<file path="src/rtl/alu_seq_pkg.sv">
// alu_seq_pkg: shared opcodes, FSM encoding and divide-by-zero helper for alu_sequencer
package alu_seq_pkg;
  localparam logic [3:0] OP_ADD  = 4'h0;
  localparam logic [3:0] OP_SUB  = 4'h1;
  localparam logic [3:0] OP_MUL  = 4'h2;
  localparam logic [3:0] OP_DIV  = 4'h3;
  localparam logic [3:0] OP_SHL  = 4'h4;
  localparam logic [3:0] OP_SHR  = 4'h5;
  localparam logic [3:0] OP_ROL  = 4'h6;
  localparam logic [3:0] OP_ROR  = 4'h7;
  localparam logic [3:0] OP_AND  = 4'h8;
  localparam logic [3:0] OP_OR   = 4'h9;
  localparam logic [3:0] OP_XOR  = 4'hA;
  localparam logic [3:0] OP_NOR  = 4'hB;
  localparam logic [3:0] OP_NAND = 4'hC;
  localparam logic [3:0] OP_XNOR = 4'hD;
  localparam logic [3:0] OP_GT   = 4'hE;
  localparam logic [3:0] OP_EQ   = 4'hF;
  localparam logic [7:0] DIV0_RESULT = 8'hFF;
  typedef enum logic [1:0] {IDLE, EXEC, RESP} state_t;
  function automatic logic div_by_zero(input logic [3:0] op, input logic [7:0] b);
    return op == OP_DIV && b == 8'h00;
  endfunction
endpackage

</file>
<file path="src/rtl/alu_seq_fifo.sv">
// alu_seq_fifo: synchronous command FIFO with full/empty flags
// Ports: clk, rst_n (async active-low), push/din write side, pop/dout read side
// (dout shows the head entry combinationally), full, empty.
module alu_seq_fifo #(
  parameter int WIDTH = 8,
  parameter int DEPTH = 4
) (
  input  logic             clk,
  input  logic             rst_n,
  input  logic             push,
  input  logic [WIDTH-1:0] din,
  input  logic             pop,
  output logic [WIDTH-1:0] dout,
  output logic             full,
  output logic             empty
);
  localparam int AW = $clog2(DEPTH);
  logic [WIDTH-1:0] mem [DEPTH];
  logic [AW-1:0] wr_ptr, rd_ptr;
  logic [AW:0] count;
  logic do_push, do_pop;
  assign do_push = push && !full;
  assign do_pop = pop && !empty;
  assign full = count == (AW+1)'(DEPTH);
  assign empty = count == '0;
  assign dout = mem[rd_ptr];
  always_ff @(posedge clk)
    if (do_push) mem[wr_ptr] <= din;
  // pointers wrap naturally because DEPTH is a power of two
  always_ff @(posedge clk or negedge rst_n)
    if (!rst_n) begin
      wr_ptr <= '0;
      rd_ptr <= '0;
      count <= '0;
    end else begin
      if (do_push) wr_ptr <= wr_ptr + 1'b1;
      if (do_pop) rd_ptr <= rd_ptr + 1'b1;
      count <= count + (AW+1)'(do_push) - (AW+1)'(do_pop);
    end
endmodule

</file>
<file path="src/rtl/alu_sequencer.sv">
// alu_sequencer: queues ALU commands, issues them one at a time and returns tagged results
// Ports: clk, rst_n (async active-low); cmd_* valid/ready command channel (cmd_acc only
// with ALU_SEQ_ACCUM_EN); alu_a/alu_b/alu_sel registered ALU drive, alu_out/alu_carry
// ALU result; rsp_* valid/ready response channel.
// Optional feature macro: ALU_SEQ_ACCUM_EN (accumulator replaces operand A when cmd_acc=1).
module alu_sequencer
  import alu_seq_pkg::*;
#(
  parameter int DEPTH = 4,
  parameter int TAG_W = 4
) (
  input  logic             clk,
  input  logic             rst_n,
  input  logic             cmd_valid,
  output logic             cmd_ready,
  input  logic [3:0]       cmd_op,
  input  logic [7:0]       cmd_a,
  input  logic [7:0]       cmd_b,
  input  logic [TAG_W-1:0] cmd_tag,
`ifdef ALU_SEQ_ACCUM_EN
  input  logic             cmd_acc,
`endif
  output logic [7:0]       alu_a,
  output logic [7:0]       alu_b,
  output logic [3:0]       alu_sel,
  input  logic [7:0]       alu_out,
  input  logic             alu_carry,
  output logic             rsp_valid,
  input  logic             rsp_ready,
  output logic [7:0]       rsp_result,
  output logic             rsp_carry,
  output logic             rsp_err,
  output logic [TAG_W-1:0] rsp_tag
);
`ifdef ALU_SEQ_ACCUM_EN
  localparam int EW = TAG_W + 21;
  logic [7:0] acc;
`else
  localparam int EW = TAG_W + 20;
`endif
  state_t state, next_state;
  logic [EW-1:0] din, dout;
  logic full, empty, pop;
  logic [3:0] head_op;
  logic [7:0] head_a, head_b, issue_a, res_next;
  logic [TAG_W-1:0] head_tag, tag_q;
`ifdef ALU_SEQ_ACCUM_EN
  assign din = {cmd_op, cmd_a, cmd_b, cmd_tag, cmd_acc};
  assign issue_a = dout[0] ? acc : head_a;
`else
  assign din = {cmd_op, cmd_a, cmd_b, cmd_tag};
  assign issue_a = head_a;
`endif
  assign head_op = dout[EW-1 -: 4];
  assign head_a = dout[EW-5 -: 8];
  assign head_b = dout[EW-13 -: 8];
  assign head_tag = dout[EW-21 -: TAG_W];
  alu_seq_fifo #(.WIDTH(EW), .DEPTH(DEPTH)) u_fifo (
    .clk(clk),
    .rst_n(rst_n),
    .push(cmd_valid),
    .din(din),
    .pop(pop),
    .dout(dout),
    .full(full),
    .empty(empty)
  );
  assign cmd_ready = !full;
  assign rsp_valid = state == RESP;
  // the ALU result is discarded for divide-by-zero so the response is deterministic
  assign res_next = div_by_zero(alu_sel, alu_b) ? DIV0_RESULT : alu_out;
  always_comb begin
    next_state = state;
    pop = 1'b0;
    case (state)
      IDLE: begin
        pop = !empty;
        next_state = empty ? IDLE : EXEC;
      end
      EXEC: next_state = RESP;
      RESP: next_state = rsp_ready ? IDLE : RESP;
      default: next_state = IDLE;
    endcase
  end
  always_ff @(posedge clk or negedge rst_n)
    if (!rst_n) state <= IDLE;
    else state <= next_state;
  always_ff @(posedge clk or negedge rst_n)
    if (!rst_n) begin
      alu_a <= '0;
      alu_b <= '0;
      alu_sel <= '0;
      tag_q <= '0;
      rsp_result <= '0;
      rsp_carry <= 1'b0;
      rsp_err <= 1'b0;
      rsp_tag <= '0;
`ifdef ALU_SEQ_ACCUM_EN
      acc <= '0;
`endif
    end else begin
      if (pop) begin
        alu_a <= issue_a;
        alu_b <= head_b;
        alu_sel <= head_op;
        tag_q <= head_tag;
      end
      if (state == EXEC) begin
        rsp_result <= res_next;
        rsp_carry <= alu_sel == OP_ADD && alu_carry;
        rsp_err <= div_by_zero(alu_sel, alu_b);
        rsp_tag <= tag_q;
`ifdef ALU_SEQ_ACCUM_EN
        acc <= res_next;
`endif
      end
    end
endmodule
</file>
<file path="config.mk">
export PLATFORM = sky130hd
export DESIGN_NAME = alu_sequencer
export DESIGN_NICKNAME = d
export VERILOG_FILES = /design/src/rtl/alu_seq_pkg.sv /design/src/rtl/alu_seq_fifo.sv /design/src/rtl/alu_sequencer.sv
export SDC_FILE = /design/constraint.sdc
export NUM_CORES = 1
export LEC_CHECK = 0
export CORE_MARGIN = 2
export CORE_UTILIZATION = 29
export DETAILED_ROUTE_END_ITERATION = 10
export RECOVER_POWER = 50
export SLEW_MARGIN = 30
export SYNTH_ARGS = -nofsm -noshare
export SYNTH_HDL_FRONTEND = slang
export SYNTH_SLANG_ARGS = --single-unit
export TNS_END_PERCENT = 20
</file>
<file path="constraint.sdc">
create_clock -name clk -period 2.5 [get_ports clk]
set_input_delay 0.5 -clock clk [delete_from_list [all_inputs] [get_ports clk]]
set_output_delay 0.5 -clock clk [all_outputs]
set_load 0.02 [all_outputs]
</file>
==> flow_summary.yaml, run 1 <==
die:
  die_w_um: 143
  rows: 50
  ios: 73
  dieArea_um2: 20400
  die-height_um: 143
  core_um2: 18800
  start_util_pct: 29.7
clocking:
  cts-htree-levels: 4
  post_cts_resized: 0
  cts_buffers: 17
  insertion_delay_ns: 0.41
  post_cts_buffers: 0
  clkTransAtPathRegs_ns: 0.06
  cts-root-buf: "clkbuf_16"
  holdBufCountCts: 0
  cts_tree: "done"
  cts_sinks: 143
  clk_path_buf_depth: 2
sta:
  timing.fmax_mhz: 451
  slew_viol_final: 0
  finalCritPeriodShare_pct: 88.7
  slew_headroom_pct: 8.47
  rsz0062_at_grt: "no"
  worstMarginPinSlew_ns: 1.37
  finalSetupTns_ns: 0
  setup_violations: 0
  setup_slack_ns: 0.284
  fin_skew_ns: 0.00774
  hold_viol: 0
  timing.final.crit_period_ns: 2.22
placement:
  port-buffer-count: 72
  place_area_um2: 6660
  dpl.hpwl_mm: 7.07
  gp_congestion: 0.708
  place_inst: 591
  place_ws_ns: 0.277
drt:
  vias: 2794
  firstDrtPassIters: 4
  routed_wirelength_mm: 10.9
  antenna_left: 0
  drt_iter0_drc: 139
  wire_per_inst_um: 17.4
  viasPerCell: 4.48
  drc_errors: 0
global_route:
  grt_usage_pct: 11.4
  met2_usage_pct: 17.7
  grt_max_degree: 27
  gr-total-overflow: 0
  met3_usage_pct: 3.96
  grt_antenna_before_repair: 1
  grt_pass1_vias: 2989
  top_usage_layer: "met2"
  use_met1_pct: 14.6
  grt_pass1_wl_mm: 16.8
worst_setup_path:
  reg2regPathDepth: 8
  critPathSlowestCell: "dlygate4sd3_1"
  crit_chain: "dlygate4sd3_1 > a21boi_0 > clkbuf_1 > and2_0 > clkbuf_2"
  crit_type: "input pin to flop"
  critPathLaunchType: "input pin"
  cpLargestDelayFamily: "buffers and inverters"
  worstPathMaxFanout: 17
  worstPathRequired_ns: 2.55
  rr_startpoint: "state[1]"
  crit_arrival_ns: 2.26
  slowest_delay_ns: 0.52
  timing.rr.end: "u_fifo.count[2]"
  cp_num_buf_inv: 3
  r2r_setup_slack_ns: 0.35
  end_kind: "flop"
layout:
  nFillCells: 1706
  post-route-util_pct: 38.8
  layout.nets: 420
  multi_input_area_um2: 1410
  area_delta_synth_final_pct: 30.7
  fin_cells: 624
  drive_above_1_share_pct: 17.2
  final_common_cell: "edfxtp_1"
  seq_area_um2: 4060
  design_area_um2: 7290
  layout_common_cells: "edfxtp_1, dfrtp_1, clkdlybuf4s50_1"
run_status:
  status: "finished, final reports clean"
logic_synthesis:
  yosys_warnings: 0
  synth_cell_types: 27
  syn-num-nets: 327
  postSynthCellCount: 283
  ys_seq_area_share_pct: 72.8
  syn_area_um2: 5580
  synth-seq-cells: 143
  synth.avg_cell_area_um2: 19.7
power:
  ir_drop_mv: 0.428
  power_leakage_nw: 2.77
  pwr_density_cell_nw_per_um2: 1320
job:
  maxCapViolations: 0
worst_hold_path:
  hold_path.class: "input pin to asynchronous set/reset pin"
## layout make-up
type | instances | area share [%]
clock inverter | 5 | 1.18
multi-input combinational | 120 | 19.3
tap | 234 | 4.02
inverter | 8 | 0.412
clock buffer | 27 | 7.91
antenna | 1 | 0.0343
timing repair buffer | 86 | 11.5
sequential | 143 | 55.7
## power breakdown
| part | switching (mW) | internal [mW] | total (mW) |
|---|---|---|---|
| clock network | 0.917 | 1.79 | 2.71 |
| logic | 1.56 | 1.71 | 3.27 |
| registers | 0.340 | 3.28 | 3.62 |
## state kept, by name (all words and copies together), names as in the netlist
name / cells
alu_a: 8
alu_b: 8
alu_sel: 4
rsp_carry: 1
rsp_err: 1
rsp_result: 8
rsp_tag: 4
state: 2
tag_q: 4
u_fifo.count: 3
u_fifo.mem: 96
u_fifo.rd_ptr: 2
u_fifo.wr_ptr: 2
## worst register-to-register path, delay by kind of cell, from the launching register on
family / cells / cell delay, ns
xor gates and xnor gates: 2 / 0.33
buffers and inverters: 2 / 0.13
DFF: 1 / 0.41
adders and majority gates: 3 / 0.71
and+or+nand+nor: 1 / 0.50
## worst max-delay path by stage
stage,endpoint,from,slack (ns),depth (start not counted)
finish,u_fifo.mem[2][5],cmd_valid,0.28,5
global route,u_fifo.mem[2][17],cmd_valid,0.19,5
CTS,u_fifo.count[2],state[1],0.32,8
detailed placement,u_fifo.count[2],cmd_valid,0.28,7
global placement,u_fifo.count[2],cmd_valid,0.32,7
floorplan,u_fifo.count[2],u_fifo.count[0],0.20,11
## cell families (layout without fill, tap and decap cells)
group | after synthesis | after routing | synth area share (%)
AO/OA/AOI/OAI | 12 | 12 | 1.21
adder cells (fa/ha/maj) | 7 | 7 | 1.70
buffers and inverters | 20 | 126 | 2.06
other | 0 | 1 | 0
flip-flops | 143 | 143 | 72.8
AND/OR/NAND/NOR | 47 | 47 | 3.90
multiplexers | 49 | 49 | 17.6
XOR/XNOR | 5 | 5 | 0.785
## through the flow
stage,hold slack [ns],power [mW]
floorplan,0.204,5.78
global placement,0.461,6.92
detailed placement,0.468,7.02
CTS,0.0832,9.76
global route,0.497,10.1
finish,0.390,9.60
## synthesized netlist by cell type (all sizes together)
master,count,area (um^2)
clkbuf,5,18.8
buf,7,66.3
inv,8,30.0
o21ai,2,10.0
a32o,1,10.0
nand2,14,52.6
nor2b,2,12.5
nor3,2,10.0
nand4,1,6.26
mux4,24,631
a21boi,1,7.51
nor2,18,67.6
xnor2,5,43.8
fa,1,20.0
dfrtp,47,1180
mux2,25,349
ha,6,75.1
nor4,1,6.26
or4b,1,10.0
nand2b,2,12.5
nor4b,1,8.76
or3,1,6.26
a21oi,8,40.0
edfxtp,96,2880
and2,4,25.0
## layer usage
metal	wire length, um	vias to the layer above
li1	-	1287
met1	5060	1420
met2	5110	76
met3	561	11
met4	135	0
met5	0	-
No activity file was read; power rests on OpenSTA's default activity.
==> inputs of run 2 (changes only) <==
--- a/config.mk
+++ b/config.mk
@@ -8,6 +8,7 @@
 export CORE_MARGIN = 2
 export CORE_UTILIZATION = 29
 export DETAILED_ROUTE_END_ITERATION = 10
+export DONT_BUFFER_PORTS = 1
 export RECOVER_POWER = 50
 export SLEW_MARGIN = 30
 export SYNTH_ARGS = -nofsm -noshare
==> constraint.sdc (replaced) <==
create_clock -name clk -period 1.9 [get_ports clk]
set_input_delay 0.38 -clock clk [delete_from_list [all_inputs] [get_ports clk]]
set_output_delay 0.38 -clock clk [all_outputs]
set_load 0.02 [all_outputs]
==> run 2 against run 1 <==
  * The flow now finishes with violations (setup timing)
  * Sequential share of layout area grew 5.6 points
  * Clock-buffer cell count shrank 9
  * Flip-flop and latch count is the same
  * Clock power grew 14%
  * Sequential power grew 45%
  * Die area is the same
  * Register-to-register slack lost 0.42 ns
  * Hold slack lost 0.34 ns
  * Core utilization shrank 3.5 points
  * Critical path type is now flop to flop
  * Critical endpoint is now u_fifo.count[2]
==> flow_summary.yaml, run 2 (synthesized netlist as in run 1, its figures left out) <==
run_status:
  status: "finished, violations left"
  violations: "setup timing"
worst_setup_path:
  crit_arrival_ns: 2.27
  crit_chain: "nor3_2 > or3_4 > inv_4 > ha_4 > inv_2 > ha_4 > fa_2 > xnor2_2 > xnor2_1"
  crit_type: "flop to flop"
  critPathLaunchType: "flop"
  slowest_delay_ns: 0.38
  crit_path_frequent_cell: "ha_4"
  worstPathMaxFanout: 2
  reg2regPathDepth: 9
  worst-path-stages: 9
  cpLargestDelayFamily: "adder cells"
  critPathSlowestCell: "dfrtp_1"
  cp_num_buf_inv: 2
  end_kind: "flop"
  worstPathRequired_ns: 2.20
drt:
  firstDrtPassIters: 4
  routed_wirelength_mm: 10.6
  vias: 2566
  viasPerCell: 4.61
  antenna_left: 0
  drt_iter0_drc: 93
  wire_per_inst_um: 19.1
  drc_errors: 0
global_route:
  grt_max_degree: 48
  grt_usage_pct: 11.3
  grt_pass1_wl_mm: 16.1
  gr-total-overflow: 0
  grt_pass1_vias: 2785
  grt_antenna_before_repair: 0
layout:
  largest_register: "u_fifo.mem"
  largest_reg_flops: 96
  drive_above_1_share_pct: 25.4
  final_common_cell: "edfxtp_1"
  layout.nets: 354
  post-route-util_pct: 35.3
  area_delta_synth_final_pct: 18.8
  multi_input_area_um2: 1450
  nFillCells: 1781
  layout_common_cells: "edfxtp_1, dfrtp_1, mux4_1"
  seq_area_um2: 4060
  n_antenna_cell: 0
clocking:
  clkTransAtPathRegs_ns: 0.06
  cts_buffers: 17
  insertion_delay_ns: 0.42
  cts_tree: "done"
  clk_path_buf_depth: 2
  cts-root-buf: "clkbuf_16"
  cts-htree-levels: 4
  cts_sinks: 143
placement:
  port-buffer-count: 0
  place_ws_ns: -0.170
  gp_congestion: 0.696
  dpl.hpwl_mm: 6.70
power:
  comb_power_share_pct: 29.1
  power.share.clock_pct: 26.4
  pwr_density_cell_nw_per_um2: 1780
  p_int_mw: 7.99
  switching_power_mw: 3.77
  switching_share_pct: 32.1
  ir_drop_mv: 1.11
  seqPwrFrac_pct: 44.5
  power_leakage_nw: 2.49
sta:
  worstMarginPinSlew_ns: 1.26
  fin_skew_ns: 0.0117
  timing.fmax_mhz: 508
  setup_violations: 1
  timing.final.crit_period_ns: 1.97
  hold_viol: 0
  finalSetupTns_ns: -0.0691
  slew_viol_final: 0
  rsz0062_at_grt: "yes"
  setup_slack_ns: -0.0691
  hold_ws_ns: 0.0501
  slew_headroom_pct: 16.2
  finalCritPeriodShare_pct: 104
die:
  rows: 50
  start_util_pct: 29.7
  die-height_um: 143
  ios: 73
  core_um2: 18800
  dieArea_um2: 20400
  die_w_um: 143
job:
  maxCapViolations: 0
worst_hold_path:
  hold_path.class: "input pin to flop"
  whs_path_depth: 0
run 2: final timing paths:
check,startpoint,end,slack (ns)
max,u_fifo.count[0],u_fifo.count[2],-0.07
min,cmd_b[7],u_fifo.mem[1][11],0.05
max reg2reg,u_fifo.count[0],u_fifo.count[2],-0.07
min reg2reg,tag_q[0],rsp_tag[0],0.48
max in group asynchronous,rst_n,rsp_err,0.34
min in group asynchronous,rst_n,alu_b[5],0.80
run 2: final cells by class:
cell class	count	area share, %
repair buffers	20	3.40
multi-input cells	120	21.9
well taps	234	4.42
clock buffers	18	6.48
clock inverters	14	2.02
flip-flops and latches	143	61.3
inverters	8	0.491
run 2: worst register-to-register path: cells and delay by family (launching register included):
kind	cells	cell delay [ns]
fa+ha+maj	3	0.75
xor+xnor	2	0.26
simple gates	2	0.39
buf+inv	2	0.08
flops	1	0.38
run 2: power by group through the flow:
stage | Combinational, mW | Clock (mW) | Sequential, mW
floorplan | 2.52 | 0 | 5.12
global placement | 3.19 | 0 | 5.27
detailed placement | 3.30 | 0 | 5.33
CTS | 3.48 | 3.20 | 5.26
global route | 3.77 | 3.34 | 5.35
finish | 3.42 | 3.10 | 5.24
run 2: routing by layer:
metal	GRT usage, %	routed length [um]	vias up
met2	18.9	5360	77
li1	-	-	1148
met1	12.8	4360	1329
met5	0	0	-
met4	4.38	147	0
met3	4.90	754	12
run 2: repair_timing:
item,CTS,global route
pin swaps,5,4
endpoints found under the hold margin,47,0
setup buffers,1,1
endpoints found under the setup margin,2,98
hold buffers,2,0
resized for setup,8,1
run 2: through the flow:
stage	power, mW	cells	instance area [um^2]
after CTS	11.9	556	6640
final	11.8	557	6630
after floorplan	7.65	283	5600
after detailed placement	8.63	521	5990
after global placement	8.46	521	5990
after global routing	12.5	557	6630
==> inputs of run 3 (changes only) <==
--- a/config.mk
+++ b/config.mk
@@ -9,6 +9,7 @@
 export CORE_UTILIZATION = 29
 export DETAILED_ROUTE_END_ITERATION = 10
 export DONT_BUFFER_PORTS = 1
+export GPL_ROUTABILITY_DRIVEN = 0
 export RECOVER_POWER = 50
 export SLEW_MARGIN = 30
 export SYNTH_ARGS = -nofsm -noshare
==> constraint.sdc (replaced) <==
create_clock -name clk -period 1.9 [get_ports clk]
set_input_delay 0.57 -clock clk [delete_from_list [all_inputs] [get_ports clk]]
set_output_delay 0.57 -clock clk [all_outputs]
set_load 0.02 [all_outputs]
==> run 3 against run 2 <==
  * The flow still finishes with violations (setup timing)
  * Flip-flop and latch count unchanged
  * Clock skew fell by 0.0053 ns
  * Die area unchanged
  * Cell count shrank 0.18%
  * First-iteration DRC count decreased by 14%
  * Non-clock buffer count decreased by 1
  * Cell area rose by 0.68%
  * Critical endpoint unchanged
  * Highest routed layer unchanged
==> flow_summary.yaml, run 3 (synthesized netlist as in run 1, its figures left out) <==
placement:
  dpl.hpwl_mm: 6.43
  port-buffer-count: 0
drt:
  routed_wirelength_mm: 10.5
  viasPerCell: 4.57
  vias: 2541
  drt_iter0_drc: 80
  drc_errors: 0
  wire_per_inst_um: 18.9
  antenna_left: 0
  firstDrtPassIters: 4
clocking:
  clk_path_buf_depth: 2
  cts-htree-levels: 4
  cts_tree: "done"
  cts_buffers: 17
  cts_sinks: 143
  cts-root-buf: "clkbuf_16"
  insertion_delay_ns: 0.41
  clkTransAtPathRegs_ns: 0.06
worst_setup_path:
  crit_type: "flop to flop"
  worstSetupStartpoint: "u_fifo.count[0]"
  end_kind: "flop"
  worstPathRequired_ns: 2.20
  crit_path_frequent_cell: "ha_4"
  crit_arrival_ns: 2.24
  critPathSlowestCell: "dfrtp_1"
  worst-path-stages: 9
  cpLargestDelayFamily: "adder cells"
  critPathLaunchType: "flop"
  worstPathMaxFanout: 2
  slowest_delay_ns: 0.39
  rr_startpoint: "u_fifo.count[0]"
  reg2regPathDepth: 9
  crit_chain: "nor3_2 > or3_4 > inv_4 > ha_4 > inv_2 > ha_4 > fa_2 > xnor2_2 > xnor2_1"
  cp_num_buf_inv: 2
sta:
  timing.final.crit_period_ns: 1.94
  slew_headroom_pct: 14.0
  worstMarginPinSlew_ns: 1.29
  hold_ws_ns: 0.250
  hold_viol: 0
  fin_skew_ns: 0.00642
  timing.fmax_mhz: 514
  setup_slack_ns: -0.0447
  finalCritPeriodShare_pct: 102
  rsz0062_at_grt: "yes"
  setup_violations: 1
  slew_viol_final: 0
layout:
  largest_register: "u_fifo.mem"
  n_antenna_cell: 0
  layout.nets: 353
  drive_above_1_share_pct: 25.5
  final_common_cell: "edfxtp_1"
  largest_reg_flops: 96
  area_delta_synth_final_pct: 19.6
  layout_common_cells: "edfxtp_1, dfrtp_1, mux4_1"
  post-route-util_pct: 35.5
global_route:
  grt_antenna_before_repair: 0
  grt_pass1_wl_mm: 16.1
  grt_usage_pct: 11.1
  grt_pass1_vias: 2758
  top_usage_layer: "met2"
  met3_usage_pct: 5.77
  use_met1_pct: 12.2
  grt_max_degree: 48
  gr-total-overflow: 0
  met2_usage_pct: 18.4
power:
  ir_drop_mv: 0.569
  power_leakage_nw: 2.50
  pwr_density_cell_nw_per_um2: 1810
die:
  start_util_pct: 29.7
  die-height_um: 143
  core_um2: 18800
  ios: 73
  die_w_um: 143
  dieArea_um2: 20400
  rows: 50
worst_hold_path:
  hold_path.class: "input pin to flop"
  hp-start: "cmd_op[2]"
  whs_path_depth: 0
job:
  maxCapViolations: 0
run_status:
  violations: "setup timing"
  status: "finished, violations left"
## run 3: worst register-to-register path, stage by stage (launching register included)
cell and delay (ns):
dfrtp_1 0.39, nor3_2 0.20, or3_4 0.17, inv_4 0.04
ha_4 0.25, inv_2 0.04, ha_4 0.14, fa_2 0.35
xnor2_2 0.14, xnor2_1 0.12
## run 3: power by group
group / total [mW] / leakage [nW] / internal (mW) / switching [mW]
logic: 3.45 / 0.784 / 1.86 / 1.59
registers: 5.20 / 1.43 / 4.31 / 0.894
clock network: 3.43 / 0.287 / 2.22 / 1.21
total: 12.1 / 2.50 / 8.39 / 3.69
## run 3: cell type report
cell class / instances / area [um^2]
Fill cell: 1751 / 12100
Tap cell: 234 / 293
Inverter: 8 / 32.5
Clock inverter: 12 / 168
Multi-Input combinational cell: 120 / 1450
Sequential cell: 143 / 4060
Clock buffer: 20 / 447
Timing Repair Buffer: 19 / 219
## run 3: stage by stage
| stage | area [um^2] | setup WS, ns | power [mW] | instances | TNS (ns) |
|---|---|---|---|---|---|
| 6_report | 6670 | -0.0447 | 12.1 | 556 | -0.0447 |
| 5_1_grt | 6670 | -0.145 | 12.8 | 556 | -0.145 |
| 4_1_cts | 6680 | -0.0855 | 12.2 | 555 | -0.0855 |
| 3_5_place_dp | 6000 | -0.104 | 8.64 | 522 | -0.156 |
| 3_3_place_gp | 6000 | -0.0520 | 8.49 | 522 | -0.0641 |
| 2_1_floorplan | 5600 | -0.249 | 7.66 | 283 | -7.15 |
## run 3: worst paths after layout
kind                                      to  slack [ns]
setup / recovery             u_fifo.count[2]       -0.04
hold / removal             u_fifo.mem[3][22]        0.25
setup reg to reg             u_fifo.count[2]       -0.04
hold reg to reg                   rsp_tag[1]        0.48
max in group asynchronous           alu_a[0]        0.69
min in group asynchronous   u_fifo.wr_ptr[0]        0.44
## run 3: what timing repair did
item / 4_1_cts / 5_1_grt
hold buffers: 1 / 0
pin swaps: 5 / 5
setup endpoints to repair: 2 / 2
resized for setup: 6 / 2
endpoints found under the hold margin: 47 / 0
buffers inserted: 0 / 1
## run 3: layer usage
metal,share of wire (%),vias to the layer above
met5,0,-
met4,1.4,0
met3,7.5,10
met2,51,66
met1,40,1320
li1,-,1145
